===== config.mk =====
export PLATFORM = sky130hd
export DESIGN_NAME = ddma_send_packetizer
export DESIGN_NICKNAME = d
export VERILOG_FILES = /design/src/rtl/ddma_send_packetizer.sv
export SDC_FILE = /design/constraint.sdc
export NUM_CORES = 1
export LEC_CHECK = 0
export ABC_AREA = 1
export CAP_MARGIN = 25
export CORE_MARGIN = 1
export CORE_UTILIZATION = 40
export DETAILED_ROUTE_END_ITERATION = 8
export SYNTH_ARGS = -nofsm -noshare
export SYNTH_HDL_FRONTEND = slang
export SYNTH_SLANG_ARGS = --single-unit

===== constraint.sdc =====
create_clock -name clock -period 6.9 [get_ports clock]
set_input_delay 2.07 -clock clock [delete_from_list [all_inputs] [get_ports clock]]
set_output_delay 2.07 -clock clock [all_outputs]
set_load 0.005 [all_outputs]

===== src/rtl/ddma_send_packetizer.sv =====
// Send-side DMA packetizer: prefetches payload words into a 2-entry FIFO and emits header/size/payload flits.
// Optional DDMA_SEND_CHECKSUM_EN appends an XOR trailer flit after the payload.
module ddma_send_packetizer #(
  parameter int MEMORY_BUS_WIDTH = 32,
  parameter int FLIT_WIDTH       = 32,
  parameter int ADDRESS          = 0
) (
  input  logic                        clock,
  input  logic                        reset,
  input  logic [MEMORY_BUS_WIDTH-1:0] send_addr_in,
  input  logic [MEMORY_BUS_WIDTH-1:0] send_size_in,
  input  logic [MEMORY_BUS_WIDTH-1:0] send_dest_in,
  input  logic                        send_cmd_in,
  output logic [7:0]                  state_send_out,
  output logic                        irq_send_out,
  output logic                        mem_en_out,
  output logic [MEMORY_BUS_WIDTH-1:0] mem_addr_out,
  input  logic [MEMORY_BUS_WIDTH-1:0] mem_data_in,
  output logic [FLIT_WIDTH-1:0]       tx_data_out,
  output logic                        tx_valid_out,
  input  logic                        tx_ack_in
);

  localparam int W = MEMORY_BUS_WIDTH;
  localparam logic [15:0] SRC_ID = 16'(ADDRESS);

  typedef enum logic [7:0] {
    S_IDLE    = 8'h00,
    S_HDR     = 8'h01,
    S_SIZE    = 8'h02,
    S_PAYLOAD = 8'h03,
`ifdef DDMA_SEND_CHECKSUM_EN
    S_TRAIL   = 8'h05,
`endif
    S_DONE    = 8'h04
  } state_t;

`ifdef DDMA_SEND_CHECKSUM_EN
  localparam state_t POST_PAYLOAD = S_TRAIL;
`else
  localparam state_t POST_PAYLOAD = S_DONE;
`endif

  state_t state, state_nxt;

  logic [W-1:0] addr_q, size_q, rd_cnt, sent_cnt;
  logic [15:0]  dest_q;
  logic [W-1:0] fifo_mem [2];
  logic         rd_ptr, wr_ptr, inflight;
  logic [1:0]   fifo_cnt;
`ifdef DDMA_SEND_CHECKSUM_EN
  logic [W-1:0] csum;
`endif

  logic       fetch_active, fifo_empty, start, pop, rd_issue, last_payload;
  logic [2:0] occupancy;
  logic       unused_dest_bits;

  assign unused_dest_bits = ^send_dest_in[W-1:16];

  // A pop on this edge frees a slot, so count it to keep one flit per cycle.
  always_comb begin
    fifo_empty   = (fifo_cnt == 2'd0);
    fetch_active = (state == S_HDR) || (state == S_SIZE) || (state == S_PAYLOAD);
    start        = (state == S_IDLE) && send_cmd_in;
    pop          = (state == S_PAYLOAD) && !fifo_empty && tx_ack_in;
    occupancy    = 3'(fifo_cnt) + 3'(inflight) - 3'(pop);
    rd_issue     = fetch_active && (rd_cnt != size_q) && (occupancy < 3'd2);
    last_payload = pop && ((sent_cnt + W'(1)) == size_q);
  end

  always_ff @(posedge clock or negedge reset) begin
    if (!reset) state <= S_IDLE;
    else        state <= state_nxt;
  end

  always_comb begin
    state_nxt = state;
    case (state)
      S_IDLE:    if (send_cmd_in) state_nxt = S_HDR;
      S_HDR:     if (tx_ack_in) state_nxt = S_SIZE;
      S_SIZE:    if (tx_ack_in) state_nxt = (size_q == '0) ? POST_PAYLOAD : S_PAYLOAD;
      S_PAYLOAD: if (last_payload) state_nxt = POST_PAYLOAD;
`ifdef DDMA_SEND_CHECKSUM_EN
      S_TRAIL:   if (tx_ack_in) state_nxt = S_DONE;
`endif
      S_DONE:    state_nxt = S_IDLE;
      default:   state_nxt = S_IDLE;
    endcase
  end

  always_comb begin
    state_send_out = state;
    irq_send_out   = (state == S_DONE);
    mem_en_out     = rd_issue;
    mem_addr_out   = rd_issue ? (addr_q + (rd_cnt << 2)) : '0;
    tx_valid_out   = 1'b0;
    tx_data_out    = '0;
    case (state)
      S_HDR: begin
        tx_valid_out = 1'b1;
        tx_data_out  = FLIT_WIDTH'({SRC_ID, dest_q});
      end
      S_SIZE: begin
        tx_valid_out = 1'b1;
        tx_data_out  = FLIT_WIDTH'(size_q);
      end
      S_PAYLOAD: begin
        tx_valid_out = !fifo_empty;
        tx_data_out  = fifo_empty ? '0 : FLIT_WIDTH'(fifo_mem[rd_ptr]);
      end
`ifdef DDMA_SEND_CHECKSUM_EN
      S_TRAIL: begin
        tx_valid_out = 1'b1;
        tx_data_out  = FLIT_WIDTH'(csum);
      end
`endif
      default: ;
    endcase
  end

  always_ff @(posedge clock or negedge reset) begin
    if (!reset) begin
      addr_q      <= '0;
      size_q      <= '0;
      dest_q      <= '0;
      rd_cnt      <= '0;
      sent_cnt    <= '0;
      fifo_mem[0] <= '0;
      fifo_mem[1] <= '0;
      rd_ptr      <= 1'b0;
      wr_ptr      <= 1'b0;
      fifo_cnt    <= 2'd0;
      inflight    <= 1'b0;
`ifdef DDMA_SEND_CHECKSUM_EN
      csum        <= '0;
`endif
    end else if (start) begin
      addr_q   <= send_addr_in;
      size_q   <= send_size_in;
      dest_q   <= send_dest_in[15:0];
      rd_cnt   <= '0;
      sent_cnt <= '0;
      rd_ptr   <= 1'b0;
      wr_ptr   <= 1'b0;
      fifo_cnt <= 2'd0;
      inflight <= 1'b0;
`ifdef DDMA_SEND_CHECKSUM_EN
      csum     <= '0;
`endif
    end else begin
      inflight <= rd_issue;
      if (rd_issue) rd_cnt <= rd_cnt + W'(1);
      if (inflight) begin
        fifo_mem[wr_ptr] <= mem_data_in;
        wr_ptr           <= ~wr_ptr;
      end
      if (pop) begin
        rd_ptr   <= ~rd_ptr;
        sent_cnt <= sent_cnt + W'(1);
`ifdef DDMA_SEND_CHECKSUM_EN
        csum     <= csum ^ fifo_mem[rd_ptr];
`endif
      end
      fifo_cnt <= fifo_cnt + 2'(inflight) - 2'(pop);
    end
  end

endmodule


==> run_summary.xml <==
<?xml version="1.0" encoding="UTF-8"?>
<metrics>
  <group name="outcome">
    <metric name="run_status" unit="">finished clean</metric>
  </group>
  <group name="worst_setup_path">
    <metric name="cp_max_fo" unit="">6</metric>
    <metric name="worst_setup_path_end_kind" unit="">primary output</metric>
    <metric name="setup.worst_path.start_class" unit="">input pin</metric>
    <metric name="worst-endpoint-arrival" unit="ps">4560</metric>
    <metric name="setup.worst_path.class" unit="">in2out</metric>
    <metric name="critPathRequiredTime" unit="ps">4830</metric>
  </group>
  <group name="power_and_ir_drop">
    <metric name="net-switching-power" unit="mW">2.98</metric>
    <metric name="worst_case_vdd_ir_drop" unit="mV">0.219</metric>
    <metric name="power.combinational.fraction" unit="">0.478</metric>
    <metric name="seq_power_share" unit="">0.321</metric>
    <metric name="cellLeakagePower" unit="nW">7.51</metric>
    <metric name="design_power_total" unit="mW">6.93</metric>
    <metric name="internal_power" unit="mW">3.95</metric>
    <metric name="sw_frac_of_total" unit="">0.430</metric>
    <metric name="powerDensity" unit="mW/mm²">420</metric>
    <metric name="share_clk_of_total_power" unit="">0.201</metric>
  </group>
  <group name="floorplanning">
    <metric name="initial_utilization" unit="">0.406</metric>
    <metric name="core-area" unit="mm²">0.0325</metric>
    <metric name="dieHeight" unit="µm">184</metric>
    <metric name="placement_rows" unit="">66</metric>
    <metric name="die_w" unit="µm">184</metric>
    <metric name="design.die.area" unit="mm²">0.0337</metric>
    <metric name="design.portCount" unit="">207</metric>
  </group>
  <group name="route">
    <metric name="drt-total-wl" unit="µm">44700</metric>
    <metric name="drc" unit="">0</metric>
    <metric name="route.vias.total" unit="">12982</metric>
    <metric name="dr.pass1.iters" unit="">5</metric>
    <metric name="drtAntennaViolNets" unit="">0</metric>
    <metric name="vias_per_cell" unit="">5.27</metric>
    <metric name="post_drt_wl_per_cell" unit="µm">18.1</metric>
    <metric name="initialDrtViolationCount" unit="">998</metric>
  </group>
  <group name="yosys">
    <metric name="netlist_instances" unit="">1825</metric>
    <metric name="synth_seq_cells" unit="">216</metric>
    <metric name="yosysWarnings" unit="">0</metric>
    <metric name="synthDistinctLibCells" unit="">45</metric>
    <metric name="post_synth.cell_area_avg" unit="µm²">7.23</metric>
    <metric name="synthesis.area" unit="mm²">0.0132</metric>
    <metric name="synth_sequential_area_ratio" unit="">0.410</metric>
  </group>
  <group name="clock_network">
    <metric name="cts-buffers-inserted" unit="">26</metric>
    <metric name="clk_latency" unit="ps">560</metric>
    <metric name="clk_slew_on_worst_s_h_paths" unit="ps">60</metric>
    <metric name="tritoncts_num_sinks" unit="">216</metric>
    <metric name="ctsHtreeMaxLevel" unit="">1</metric>
    <metric name="tritoncts" unit="">done</metric>
    <metric name="cts.path.max_buffers" unit="">3</metric>
    <metric name="cts_root_buffer" unit="">sky130_fd_sc_hd__clkbuf_16</metric>
  </group>
  <group name="global_routing">
    <metric name="vias_in_the_first_global_route" unit="">12258</metric>
    <metric name="grtUsageTotal" unit="">0.264</metric>
    <metric name="antenna_found_initial" unit="">0</metric>
    <metric name="wire_length_of_the_first_global_routing_pass" unit="µm">69100</metric>
    <metric name="grt_remaining_overflow" unit="">0</metric>
    <metric name="grt_start_max_net_pins" unit="">116</metric>
  </group>
  <group name="finish">
    <metric name="commonest_cells_after_routing_fill_and_taps_aside" unit="">600 x sky130_fd_sc_hd__nand2_1, 216 x sky130_fd_sc_hd__dfrtp_1, 184 x sky130_fd_sc_hd__inv_1</metric>
    <metric name="nFillCells" unit="">3195</metric>
    <metric name="drive_gt1_frac" unit="">0.0588</metric>
    <metric name="finalNetCount" unit="">2172</metric>
    <metric name="ant_diodes" unit="">0</metric>
    <metric name="multi_input_comb_area" unit="mm²">0.00681</metric>
    <metric name="final_common_cell" unit="">sky130_fd_sc_hd__nand2_1</metric>
    <metric name="flow.area_growth_from_synthesis" unit="%">25.3</metric>
    <metric name="seqCellArea" unit="mm²">0.00541</metric>
    <metric name="end_of_flow_core_utilization" unit="">0.509</metric>
  </group>
  <group name="timing">
    <metric name="maxSlewViolCount" unit="">0</metric>
    <metric name="final.period_utilization" unit="">0.962</metric>
    <metric name="final.min_clock_period" unit="ps">6630</metric>
    <metric name="max-slew-margin-rel" unit="">0.522</metric>
    <metric name="final-setup-viol-count" unit="">0</metric>
    <metric name="rsz0062_at_grt" unit="">false</metric>
    <metric name="hold_viol" unit="">0</metric>
    <metric name="worst_margin_pin_slew" unit="ps">715</metric>
    <metric name="clock_skew_after_layout" unit="ps">18.2</metric>
    <metric name="timing.fmax" unit="GHz">0.151</metric>
  </group>
  <group name="worst_hold_path">
    <metric name="timing.hold.worst.class" unit="">reg2reg</metric>
  </group>
  <group name="place">
    <metric name="detailedPlacementHpwl" unit="µm">32800</metric>
    <metric name="placer_congestion_estimate" unit="">0.950</metric>
    <metric name="portBuffers" unit="">185</metric>
  </group>
  <group name="job">
    <metric name="cap_viol_max_count" unit="">0</metric>
  </group>
</metrics>
power groups by stage:
stage | logic, mW | clock network (mW) | registers, mW
2_1_floorplan | 1.88 | 0 | 2.02
5_1_grt | 3.67 | 1.47 | 2.28
4_1_cts | 3.23 | 1.42 | 2.22
6_report | 3.31 | 1.39 | 2.23
3_3_place_gp | 3.09 | 0 | 2.23
3_5_place_dp | 3.13 | 0 | 2.24
area by class of cell:
cell class / count / area share
Multi-Input combinational cell: 1354 / 0.412
Sequential cell: 216 / 0.327
Timing Repair Buffer: 214 / 0.131
Clock buffer: 38 / 0.0451
Inverter: 193 / 0.0442
Tap cell: 442 / 0.0335
Clock inverter: 8 / 0.00712
critical path, cell delays in order:
cell and delay, ps:
sky130_fd_sc_hd__clkbuf_2 110, sky130_fd_sc_hd__nand2_2 80, sky130_fd_sc_hd__inv_2 40, sky130_fd_sc_hd__ha_1 260
sky130_fd_sc_hd__inv_1 60, sky130_fd_sc_hd__ha_1 120, sky130_fd_sc_hd__inv_1 50, sky130_fd_sc_hd__fa_1 510
sky130_fd_sc_hd__inv_2 50, sky130_fd_sc_hd__a21oi_2 100, sky130_fd_sc_hd__o21ai_1 90, sky130_fd_sc_hd__nor3_2 120
sky130_fd_sc_hd__nand2_2 90, sky130_fd_sc_hd__buf_12 140, sky130_fd_sc_hd__buf_6 110, sky130_fd_sc_hd__inv_6 70
sky130_fd_sc_hd__clkbuf_16 150, sky130_fd_sc_hd__nand2_1 50, sky130_fd_sc_hd__nor2_1 90, sky130_fd_sc_hd__clkdlybuf4s15_2 210
stage by stage:
| stage | cells | setup TNS [ps] | hold slack, ps | instance area, µm² | worst slack (ps) |
|---|---|---|---|---|---|
| 5_1_grt | 2465 | 0 | 497 | 16500 | 111 |
| 4_1_cts | 2459 | -132 | 482 | 16400 | -80.6 |
| 6_report | 2465 | 0 | 480 | 16500 | 265 |
| 3_3_place_gp | 2406 | -7230 | 463 | 15500 | -302 |
| 3_5_place_dp | 2408 | -9060 | 466 | 15500 | -357 |
| 2_1_floorplan | 1829 | 0 | 450 | 13200 | 460 |
timing repair:
action | in CTS | in global routing
pin swaps | 2 | 4
setup endpoints to repair | 33 | 33
resized for setup | 74 | 12
gates cloned | 2 | 1
hold buffers | 0 | 0
setup buffers | 3 | 4
Yosys cell counts (all sizes together):
| cell type | number | share of area |
|---|---|---|
| nand2 | 611 | 0.18 |
| dfrtp | 216 | 0.41 |
| inv | 192 | 0.055 |
| o21ai | 162 | 0.061 |
| nor2 | 145 | 0.045 |
| nand3 | 79 | 0.030 |
| a21oi | 64 | 0.024 |
| clkbuf | 42 | 0.012 |
| o22ai | 40 | 0.019 |
| nand4 | 35 | 0.017 |
| ha | 33 | 0.031 |
| xor2 | 29 | 0.019 |
| xnor2 | 27 | 0.018 |
| nor3 | 26 | 0.010 |
| buf | 24 | 0.0096 |
| nor4 | 21 | 0.010 |
| a221o | 16 | 0.012 |
| mux2i | 16 | 0.012 |
| o31ai | 13 | 0.0074 |
| a21o | 4 | 0.0023 |
| o21a | 4 | 0.0023 |
| o21bai | 4 | 0.0023 |
| a211oi | 2 | 0.0011 |
| a21boi | 2 | 0.0011 |
| and2 | 2 | 0.00095 |
| fa | 2 | 0.0030 |
| o2111ai | 2 | 0.0013 |
| o211ai | 2 | 0.0011 |
| or2 | 2 | 0.00095 |
| a221oi | 1 | 0.00066 |
| a22o | 1 | 0.00066 |
| a31oi | 1 | 0.00047 |
| clkinv | 1 | 0.00028 |
| conb | 1 | 0.00028 |
| nand3b | 1 | 0.00057 |
| nor4b | 1 | 0.00066 |
| xnor3 | 1 | 0.0017 |
kinds of logic after synthesis:
family	synth area share
and+or+nand+nor	0.290
DFF	0.410
AOI/OAI and AO/OA	0.138
adders and majority gates	0.0343
other	0.000284
muxes	0.0121
buffers and inverters	0.0765
xor gates and xnor gates	0.0389
final timing paths:
check / slack (ps) / to / depth (start not counted) / startpoint
setup / recovery: 270 / mem_addr_out[4] / 20 / tx_ack_in
hold / removal: 480 / dest_q[10] / 2 / dest_q[10]
setup reg to reg: 2820 / rd_cnt[20] / 23 / state_send_out[2]
hold reg to reg: 480 / dest_q[10] / 2 / dest_q[10]
max in group asynchronous: 4140 / sent_cnt[28] / 3 / reset
min in group asynchronous: 1470 / fifo_mem[40] / 1 / reset
state kept, by name, indices dropped and copies added (netlist names), 2 cells and up:
signal          cells
fifo_mem           64
size_q             32
dest_q             16
state_send_out      3
addr_q             32
fifo_cnt            2
rd_cnt             32
sent_cnt           32
per-layer routing:
layer	vias to the layer above	track usage	routed length, µm
li1	6342	-	-
met4	0	0.0637	1060
met5	-	0	0
met1	6153	0.382	20900
met3	63	0.0408	2920
met2	424	0.411	19800
Note: power is estimated with default switching activity, not from simulation.
